$ cat src/rtl/game_pkg.sv
// rtl/game_pkg.sv - shared state encodings and parameter defaults for the game sequencer
package game_pkg;

    typedef enum logic [2:0] {
        ST_IDLE  = 3'd0,
        ST_PLAY  = 3'd1,
        ST_HIT   = 3'd2,
        ST_CLEAR = 3'd3,
        ST_OVER  = 3'd4,
        ST_WIN   = 3'd5
    } state_e;

    localparam int NUM_LEVELS_DEF  = 3;
    localparam int START_LIVES_DEF = 3;
    localparam int HIT_TICKS_DEF   = 60;
    localparam int CLEAR_TICKS_DEF = 90;

endpackage

$ cat src/rtl/tick_timer.sv
// rtl/tick_timer.sv - 8-bit loadable down-counter that saturates at zero and flags its last tick
module tick_timer (
    input  logic       clk,
    input  logic       rst,
    input  logic       load_i,
    input  logic [7:0] load_val_i,
    input  logic       dec_i,
    output logic [7:0] count_o,
    output logic       done_o
);

    logic [7:0] count_q;
    logic [7:0] count_d;

    always_ff @(posedge clk or negedge rst) begin
        if (!rst) begin
            count_q <= 8'd0;
        end else begin
            count_q <= count_d;
        end
    end

    // A load on the same tick as a decrement wins, so entry values are exact.
    always_comb begin
        count_d = count_q;
        if (load_i) begin
            count_d = load_val_i;
        end else if (dec_i && (count_q != 8'd0)) begin
            count_d = count_q - 8'd1;
        end
    end

    assign count_o = count_q;
    assign done_o  = (count_q == 8'd1);

endmodule

$ cat src/rtl/game_sequencer.sv
// rtl/game_sequencer.sv - frame-paced game flow FSM: lives, levels, hit freeze and level-clear pause
module game_sequencer
    import game_pkg::*;
#(
    parameter int NUM_LEVELS  = NUM_LEVELS_DEF,
    parameter int START_LIVES = START_LIVES_DEF,
    parameter int HIT_TICKS   = HIT_TICKS_DEF,
    parameter int CLEAR_TICKS = CLEAR_TICKS_DEF
) (
    input  logic       clk,
    input  logic       rst,
    input  logic       game_tick,
    input  logic       start_btn,
    input  logic       hit_enemy,
    input  logic       hit_hazard,
    input  logic       goal_reached,
    output logic [1:0] level,
    output logic       freeze,
    output logic [1:0] lives,
    output logic [2:0] state,
    output logic       respawn,
    output logic       game_won
);

    state_e     state_q, state_d;
    logic [1:0] level_q, level_d;
    logic [1:0] lives_q, lives_d;
    logic       start_prev_q;
    logic       respawn_q, respawn_d;
    logic       timer_load;
    logic [7:0] timer_val;
    logic [7:0] timer_count;
    logic       timer_done;
    logic       start_edge;
    logic       hit;

    assign start_edge = start_btn & ~start_prev_q;
    assign hit        = hit_enemy | hit_hazard;

    tick_timer u_timer (
        .clk       (clk),
        .rst       (rst),
        .load_i    (timer_load),
        .load_val_i(timer_val),
        .dec_i     (game_tick),
        .count_o   (timer_count),
        .done_o    (timer_done)
    );

    // start_prev resets high so a button held through reset cannot start a game.
    always_ff @(posedge clk or negedge rst) begin
        if (!rst) begin
            state_q      <= ST_IDLE;
            level_q      <= 2'd0;
            lives_q      <= 2'(START_LIVES);
            start_prev_q <= 1'b1;
            respawn_q    <= 1'b0;
        end else begin
            state_q   <= state_d;
            level_q   <= level_d;
            lives_q   <= lives_d;
            respawn_q <= respawn_d;
            if (game_tick) begin
                start_prev_q <= start_btn;
            end
        end
    end

    always_comb begin
        state_d    = state_q;
        level_d    = level_q;
        lives_d    = lives_q;
        respawn_d  = 1'b0;
        timer_load = 1'b0;
        timer_val  = 8'd0;
        if (game_tick) begin
            case (state_q)
                ST_IDLE: begin
                    level_d = 2'd0;
                    lives_d = 2'(START_LIVES);
                    if (start_edge) begin
                        state_d   = ST_PLAY;
                        respawn_d = 1'b1;
                    end
                end
                ST_PLAY: begin
                    // A hit outranks a simultaneous goal.
                    if (hit) begin
                        if (lives_q <= 2'd1) begin
                            lives_d = 2'd0;
                            state_d = ST_OVER;
                        end else begin
                            lives_d    = lives_q - 2'd1;
                            timer_load = 1'b1;
                            timer_val  = 8'(HIT_TICKS);
                            state_d    = ST_HIT;
                        end
                    end else if (goal_reached) begin
                        timer_load = 1'b1;
                        timer_val  = 8'(CLEAR_TICKS);
                        state_d    = ST_CLEAR;
                    end
                end
                ST_HIT: begin
                    if (timer_done) begin
                        state_d   = ST_PLAY;
                        respawn_d = 1'b1;
                    end
                end
                ST_CLEAR: begin
                    if (timer_done) begin
                        if (level_q == 2'(NUM_LEVELS - 1)) begin
                            state_d = ST_WIN;
                        end else begin
                            level_d   = level_q + 2'd1;
                            state_d   = ST_PLAY;
                            respawn_d = 1'b1;
                        end
                    end
                end
                ST_OVER, ST_WIN: begin
                    if (start_edge) begin
                        state_d = ST_IDLE;
                        level_d = 2'd0;
                        lives_d = 2'(START_LIVES);
                    end
                end
                default: state_d = ST_IDLE;
            endcase
        end
    end

    assign level    = level_q;
    assign lives    = lives_q;
    assign state    = state_q;
    assign freeze   = (state_q != ST_PLAY);
    assign respawn  = respawn_q;
    assign game_won = (state_q == ST_WIN);

endmodule

$ cat config.mk
export PLATFORM = sky130hd
export DESIGN_NAME = game_sequencer
export DESIGN_NICKNAME = d
export VERILOG_FILES = /design/src/rtl/game_pkg.sv /design/src/rtl/tick_timer.sv /design/src/rtl/game_sequencer.sv
export SDC_FILE = /design/constraint.sdc
export NUM_CORES = 1
export LEC_CHECK = 0
export CORE_MARGIN = 2
export CORE_UTILIZATION = 43
export DETAILED_ROUTE_END_ITERATION = 16
export PLACE_DENSITY = 0.66
export SLEW_MARGIN = 40
export SYNTH_ARGS = -nofsm -noshare
export SYNTH_HDL_FRONTEND = slang
export SYNTH_SLANG_ARGS = --single-unit
$ cat constraint.sdc
create_clock -name clk -period 5.1 [get_ports clk]
set_input_delay 1.02 -clock clk [delete_from_list [all_inputs] [get_ports clk]]
set_output_delay 1.02 -clock clk [all_outputs]
set_load 0.01 [all_outputs]
**Word level (Yosys, flattened, before mapping)**

Index checks and enable logic that the tools add are counted.

- Bits in registers: 17
- Bits in latches: 0
- Memory bits (writable): 0
- Memory bits (read-only): 0
- Bits of input ports: 7
- Output and inout bits: 10
- Logic and storage cells: 73
- Memories kept: 0

- Add/sub/neg operators: 3
- Multiply operators: 0
- Div/mod/pow operators: 0
- Magnitude comparators: 1
- Eq/ne operators: 15
- Shifts and indexed selects: 0
- Muxes and demuxes: 35
- Bitwise operators: 3
- Reduce and logical (&&, ||, !) cells: 10

Operators by type and width:

| operator | number |
|---|---|
| 2-to-1 mux 8 bit | 5 |
| 2-to-1 mux 3 bit | 8 |
| one-hot mux 3 bit (5 select lines) | 1 |
| 2-to-1 mux 2 bit | 6 |
| inequality test 2 bit, second input constant | 6 |
| one-hot mux 2 bit (3 select lines) | 2 |
| 2-to-1 mux 1 bit | 10 |
| == test 8 x 1 -> 1 bit, second input constant | 1 |
| nonzero test 8 bit | 1 |
| subtractor 8 x 1 -> 8 bit, second input constant | 1 |
| 2-to-1 mux 7 bit | 1 |
| == test 3 x 2 -> 1 bit, second input constant | 2 |
| == test 3 bit, second input constant | 2 |
| 2-to-1 mux 6 bit | 1 |
| AND reduction 6 bit | 1 |
| nonzero test 3 bit | 2 |
| AND reduction 5 bit | 1 |
| AND reduction 4 bit | 1 |
| == test 3 x 1 -> 1 bit, second input constant | 1 |
| logical NOT 3 bit | 1 |
| inequality test 3 x 1 -> 1 bit, second input constant | 1 |
| inequality test 3 bit, second input constant | 1 |
| one-hot mux 1 bit (3 select lines) | 1 |
| adder 2 x 1 -> 2 bit, second input constant | 1 |
| 9 further kinds | 9 |

**Longest topological paths before layout**

Gate-level depths: netlist of run 1.

- Depth in word-level cells: 6
- Gate-level depth with buffers: 6
- Gate-level depth less buffers: 6

**Cells and area by module**

Synthesis of run 1 repeated with hierarchy kept, for this count alone.

- Cell total of the unflattened synthesis: 128
- Area total of the unflattened synthesis: 1,164.9 sq um

By module, submodules not included:

| module | instances | cells each | area each (sq um) | sequential area each (sq um) |
|---|---|---|---|---|
| game_sequencer | 1 | 64 | 590.6 | 229.0 |
| tick_timer | 1 | 64 | 574.3 | 200.2 |

**Worst setup path before layout of run 1**

Ideal clock, no wire load.

- Path type: in2reg
- Start point: input game_tick
- End point: register u_timer.count_q[5], in the netlist u_timer.count_o[5]
- Library setup time: 0.126 ns
- Data arrival time: 2.098 ns
- Required time: 4.974 ns
- Setup slack: 2.876 ns
- Stages: 5
- Buffers on the path: 1
- Cells stage by stage: buf_4 -> and4bb_2 -> o21ai_2 -> a22o_2 -> a221o_1

- Longest elaborated chain between the ends: 2
- Elaborated cells on any way between the ends: 5
- Classes of those cells: mux: 3; reduce/logical: 2

Ends and longest elaborated chain:

| what | RTL line | RTL |
|---|---|---|
| from (decl) | game_sequencer.sv:12 | `input logic game_tick,` |
| 2-to-1 mux 8 bit (tied with other cells) | game_sequencer.sv:76 | `if (game_tick) begin` |
| 2-to-1 mux 8 bit or nonzero test 2 bit (tied branches) | n/a |  |
| to (signal assigned) | tick_timer.sv:19 | `count_q <= count_d;` |
| to (decl) | tick_timer.sv:12 | `logic [7:0] count_q;` |

Parallel ways exist; a longest one is shown, timed or not.
A chain may end at the register's enable or synchronous reset.

**Final worst setup path of run 1**

- Start point: register state_q[2], in the netlist state[2]
- End point: output freeze

- Longest elaborated chain between the ends: 1

Ends and longest elaborated chain:

| what | RTL line | RTL |
|---|---|---|
| from (decl) | game_sequencer.sv:25 | `state_e state_q, state_d;` |
| from (signal assigned) | game_sequencer.sv:59 | `state_q <= state_d;` |
| inequality test 3 x 1 -> 1 bit | game_sequencer.sv:136 | `assign freeze = (state_q != ST_PLAY);` |
| to (decl) | game_sequencer.sv:18 | `output logic freeze,` |

Every way passes these cells.

==> results of run 1 <==
-- flip-flops by register name, summed over array words and instances, names as in the netlist --
register         count
start_prev_q         1
u_timer.count_o      8
lives                2
level                2
state                3
respawn              1
-- path summary, 6_finish.rpt --
| kind | from | cells after the start | to |
|---|---|---|---|
| worst max-delay path | state[2] | 3 | freeze |
| worst min-delay path | lives[1] | 2 | lives[1] |
| worst max register to register | u_timer.count_o[0] | 6 | u_timer.count_o[7] |
| worst min register to register | lives[1] | 2 | lives[1] |
| max in group asynchronous | rst | 1 | start_prev_q |
| min in group asynchronous | rst | 1 | u_timer.count_o[7] |
-- metal layers --
layer	GRT usage	up-vias
met1	0.263	434
met5	0	-
met3	0.0246	2
met4	0.0750	0
met2	0.264	19
li1	-	467
-- through the flow --
stage	area [µm²]	utilization	std cells	setup slack [ns]	total power, mW
5_1_grt	1310	0.534	162	2.04	0.703
4_1_cts	1320	0.536	162	2.23	0.652
3_5_place_dp	1290	0.525	158	2.20	0.576
3_3_place_gp	1290	0.525	158	2.23	0.573
6_report	1310	0.534	162	2.23	0.648
2_1_floorplan	1110	-	116	2.88	0.471
-- placed cells by master, fill, tap and decap left out, types with 3 or more instances in the layout --
master and instances:
inv_1 9, and2_1 4, nand2_1 6, nor2_1 3, dfrtp_1 14, o21ai_0 5, clkdlybuf4s50_1 15, nor3b_1 4
nand2b_1 3, nor3_1 5, dfstp_2 3, o31ai_1 3, a21oi_1 5, ha_1 3, nor4_1 3, clkbuf_4 3
-- worst max-delay path: stages, from the launching register on --
cell	delay (ns)
dfrtp_1	0.53
nor3b_1	0.40
inv_1	0.13
clkdlybuf4s50_1	0.50
-- logic make-up (layout without fill, tap and decap cells) --
family          Yosys count  after routing
compound gates           34             34
xor+xnor                  3              3
fa+ha+maj                 3              3
buf+inv                  13             29
flops                    17             17
mux                       3              3
simple gates             43             43
-- layout make-up --
class	count	share of cell area
Multi-Input combinational cell	86	0.479
Sequential cell	17	0.327
Timing Repair Buffer	16	0.118
Tap cell	30	0.0286
Inverter	9	0.0258
Clock buffer	3	0.0172
Clock inverter	1	0.00382
-- where the power goes --
part | total (mW) | internal (mW) | switching (mW)
clock | 0.0734 | 0.0291 | 0.0443
sequential | 0.277 | 0.192 | 0.0843
combinational | 0.297 | 0.166 | 0.132
==> results.py, run 1 <==
metrics = {
    "worst_hold_path": {
        "hold_path_class": "reg2reg",
    },
    "critical_path": {
        "worstSetupStartpointType": "flip-flop",
        "critical_path_class": "reg2out",
        "path_max_fanout": 14,
        "cp.arrival_ns": 1.85,
        "crit_required_ns": 4.08,
        "ff2ff_setup_slack_ns": 3.14,
        "critPathCaptureType": "primary output",
    },
    "timing": {
        "finalHoldViolCount": 0,
        "rsz0062_at_grt": "false",
        "hold_ws_ns": 0.528,
        "fin_crit_sh": 0.563,
        "tns_ns": 0,
        "slew_violations": 0,
        "max_freq_mhz": 348,
        "finClkSkew_ns": 0.00148,
        "maxSlewHeadroom": 0.625,
        "worst_pin_slew_ns": 0.558,
        "setup_viol": 0,
        "finalCriticalPeriod_ns": 2.87,
    },
    "final_layout": {
        "nFillCells": 233,
        "layout.nets": 143,
        "multi_input_area_um2": 628,
        "synthToLayoutAreaGrowth_pct": 17.9,
        "drive_gt1_frac": 0.167,
        "seq_area_um2": 429,
        "diodes": 0,
    },
    "floorplanning": {
        "initial_core_util": 0.453,
        "coreArea_um2": 2450,
        "io_pins": 17,
        "fp-row-count": 18,
        "fp.dieW_um": 54.9,
        "die-area_um2": 3010,
        "die_height_um": 54.9,
    },
    "global_route": {
        "grt_overflow": 0,
        "antenna_found_initial": 0,
        "grt_pass1_wl_um": 3850,
        "grt_usage": 0.180,
        "grt_pass1_vias": 836,
        "grt_max_degree": 18,
    },
    "cts": {
        "clkTransAtPathRegs_ns": 0.10,
        "h-tree-depth": 1,
        "cts_setup_buffers": 0,
        "cts-root-buf": "clkbuf_4",
        "cts_tree": "built",
        "cts.path.max_buffers": 2,
        "cts_buffers": 3,
        "hold_buffers": 0,
        "cts_resized": 0,
        "cts.sinks": 17,
        "clkLatencyLatePin_ns": 0.29,
    },
    "logic_synthesis": {
        "yosys-top-cells-area": "dfrtp_1, dfstp_2, ha_1",
        "synth_xor_xnor_area_share": 0.0236,
        "synth.distinct_cells": 53,
        "syn-num-nets": 126,
        "synth_top_area_share": 0.315,
        "synth_edf_count": 0,
        "synthFlopType": "dfrtp_1",
        "netlist_instances": 116,
        "synth_top_family_by_area": "simple AND/OR/NAND/NOR gates",
        "async_flop_share": 1.00,
        "synth_compound_area_frac": 0.233,
        "synth_seq_cells": 17,
        "syn_avg_cell_area_um2": 9.59,
        "synth.area.mux_share": 0.0292,
        "netlist_area_um2": 1110,
        "synth_simple_gate_area_frac": 0.245,
        "yosys.area.top_type": "dfrtp_1",
        "ys_warn_count": 0,
        "synthAdderAreaFrac": 0.0337,
        "synth.top_cells.by_count": "dfrtp_1, inv_1, nand2_1",
        "yosysMostFrequentCell": "dfrtp_1",
        "yosysSeqAreaShare": 0.386,
    },
    "detailed_routing": {
        "via_per_inst": 5.69,
        "top_layer_used": "met4",
        "wirelength_met1_um": 1170,
        "drc": 0,
        "ant_nets": 0,
        "drt_iter0_drc": 20,
        "vias": 922,
        "dr_wl_met3_um": 91,
        "wl_met2_um": 1050,
        "drt_pass1_iterations": 4,
        "wire_per_inst_um": 14.4,
        "drt-total-wl_um": 2340,
    },
    "placed_design": {
        "hpwlAfterDp_um": 1740,
        "gp_congestion": 0.856,
        "io_buffers": 16,
    },
    "run": {
        "cap_violations": 0,
    },
    "power": {
        "p_leak_nw": 0.525,
        "cellPowerDensity_nw_per_um2": 494,
        "vdd_drop_max_mv": 0.244,
    },
    "run_status": {
        "status": "completed",
    },
}
(Power assumes the default switching activity.)
==> run 2, diff against run 1 <==
==> constraint.sdc (replaced) <==
create_clock -name clk -period 2.7 [get_ports clk]
set_input_delay 0.54 -clock clk [delete_from_list [all_inputs] [get_ports clk]]
set_output_delay 0.54 -clock clk [all_outputs]
set_load 0.01 [all_outputs]
==> run 2 against run 1 <==
Against the previous run: power up 89%; register-to-register slack worse by 2.4 ns; sequential cell count is the same; clock power up 83%; wire length rose by 2.6%; sequential share of layout area decreased by 0.16 points; combinational power increased by 91%; worst setup slack got worse by 1.9 ns; via count up 2.9%; cell count is 0.62% higher; clock skew up 0.0028 ns; critical path type unchanged.
==> results.py, run 2 (synthesis results as in run 1) <==
metrics = {
    "final_layout": {
        "largest_reg_flops": 8,
        "layout_commonest_cell": "clkdlybuf4s50_1",
        "drive_gt1_frac": 0.165,
        "final_cell_mix": "clkdlybuf4s50_1, dfrtp_1, inv_1",
        "nFillCells": 231,
        "diodes": 0,
        "layout.nets": 144,
        "seq_area_um2": 429,
        "synthToLayoutAreaGrowth_pct": 18.4,
        "multi_input_area_um2": 628,
    },
    "power": {
        "switchingPower_uw": 490,
        "comb_power_share": 0.462,
        "p_leak_nw": 0.527,
        "pwr-share-seq": 0.428,
        "vdd_drop_max_mv": 0.586,
        "power_mw": 1.22,
        "internal-power_uw": 734,
        "swShare": 0.401,
        "power_frac_clock": 0.110,
        "cellPowerDensity_nw_per_um2": 929,
    },
    "timing": {
        "worst_pin_slew_ns": 0.575,
        "maxSlewHeadroom": 0.613,
        "rsz0062_at_grt": "false",
        "slew_violations": 0,
        "setup_viol": 0,
        "max_freq_mhz": 422,
        "tns_ns": 0,
        "finalCriticalPeriod_ns": 2.37,
        "finalHoldViolCount": 0,
        "fin_crit_sh": 0.877,
        "finClkSkew_ns": 0.00431,
    },
    "floorplanning": {
        "coreArea_um2": 2450,
        "fp-row-count": 18,
        "io_pins": 17,
        "die_height_um": 54.9,
        "initial_core_util": 0.453,
        "die-area_um2": 3010,
        "fp.dieW_um": 54.9,
    },
    "detailed_routing": {
        "vias": 949,
        "ant_nets": 0,
        "drt-total-wl_um": 2400,
        "drt_iter0_drc": 16,
        "via_per_inst": 5.82,
        "drt_pass1_iterations": 4,
        "drc": 0,
        "wire_per_inst_um": 14.7,
    },
    "run": {
        "cap_violations": 0,
    },
    "cts": {
        "cts_setup_buffers": 0,
        "cts_resized": 0,
        "cts.sinks": 17,
        "cts_tree": "built",
        "clkLatencyLatePin_ns": 0.29,
        "hold_buffers": 0,
        "h-tree-depth": 1,
        "cts-root-buf": "clkbuf_4",
        "cts.path.max_buffers": 2,
        "cts_buffers": 3,
        "clkTransAtPathRegs_ns": 0.09,
    },
    "global_route": {
        "grt_overflow": 0,
        "grt_usage": 0.186,
        "antenna_found_initial": 0,
        "grt_pass1_wl_um": 3950,
        "grt_pass1_vias": 885,
        "grt_max_degree": 18,
    },
    "critical_path": {
        "critical_path_class": "reg2out",
        "cp.arrival_ns": 1.83,
        "worstSetupStartpointType": "flip-flop",
        "path_max_fanout": 14,
        "critPathCaptureType": "primary output",
        "crit_required_ns": 2.16,
    },
    "placed_design": {
        "hpwlAfterDp_um": 1820,
        "gp_congestion": 0.879,
        "io_buffers": 16,
    },
    "worst_hold_path": {
        "hold_path_class": "in2async",
    },
    "run_status": {
        "status": "completed",
    },
}
run 2: changes by cell type in the layout (fill, tap and decap cells not counted):
cell and delta:
buf_4 +1, clkbuf_1 +1, clkinv_2 -1
run 2: final cells by class:
cell class | count | share of cell area
clock buffers | 4 | 0.0199
inverters | 9 | 0.0256
multi-input cells | 86 | 0.477
flip-flops and latches | 17 | 0.326
well taps | 30 | 0.0285
repair buffers | 17 | 0.123
run 2: metal layers:
| metal | up-vias | global-route usage | wire length [µm] |
|---|---|---|---|
| li1 | 464 | - | - |
| met1 | 461 | 0.243 | 1110 |
| met2 | 22 | 0.302 | 1160 |
| met3 | 2 | 0.0601 | 108 |
| met4 | 0 | 0.0292 | 12 |
| met5 | - | 0 | 0 |
run 2: through the flow:
| step | setup slack (ns) | instances | hold slack, ns | cell area, µm² | util |
|---|---|---|---|---|---|
| floorplan | 0.899 | 116 | 0.244 | 1110 | - |
| global placement | 0.433 | 159 | 0.510 | 1300 | 0.528 |
| detailed placement | 0.353 | 159 | 0.523 | 1300 | 0.528 |
| CTS | 0.323 | 163 | 0.539 | 1320 | 0.539 |
| global route | 0.169 | 163 | 0.162 | 1320 | 0.537 |
| finish | 0.332 | 163 | 0.155 | 1320 | 0.537 |
run 2: worst paths after layout:
path,cells past startpoint,slack [ns],startpoint,to
min in group clk,2,0.54,lives[0],lives[0]
worst min register to register,2,0.54,lives[0],lives[0]
max in group asynchronous,1,2.23,rst,start_prev_q
worst max-delay path,3,0.33,state[2],freeze
worst min-delay path,1,0.16,rst,u_timer.count_o[2]
worst max register to register,6,0.74,u_timer.count_o[0],u_timer.count_o[7]
run 2: power by group through the flow:
stage	Sequential, mW	Clock (mW)	Combinational (mW)
after global routing	0.548	0.154	0.639
after global placement	0.517	0	0.553
after CTS	0.522	0.142	0.570
after detailed placement	0.527	0	0.567
final	0.525	0.134	0.566
after floorplan	0.470	0	0.419
run 2: worst max-delay path, cell delays in order, from the launching register on:
cell	delay (ns)
dfrtp_1	0.52
nor3b_1	0.38
inv_1	0.13
clkdlybuf4s50_1	0.50
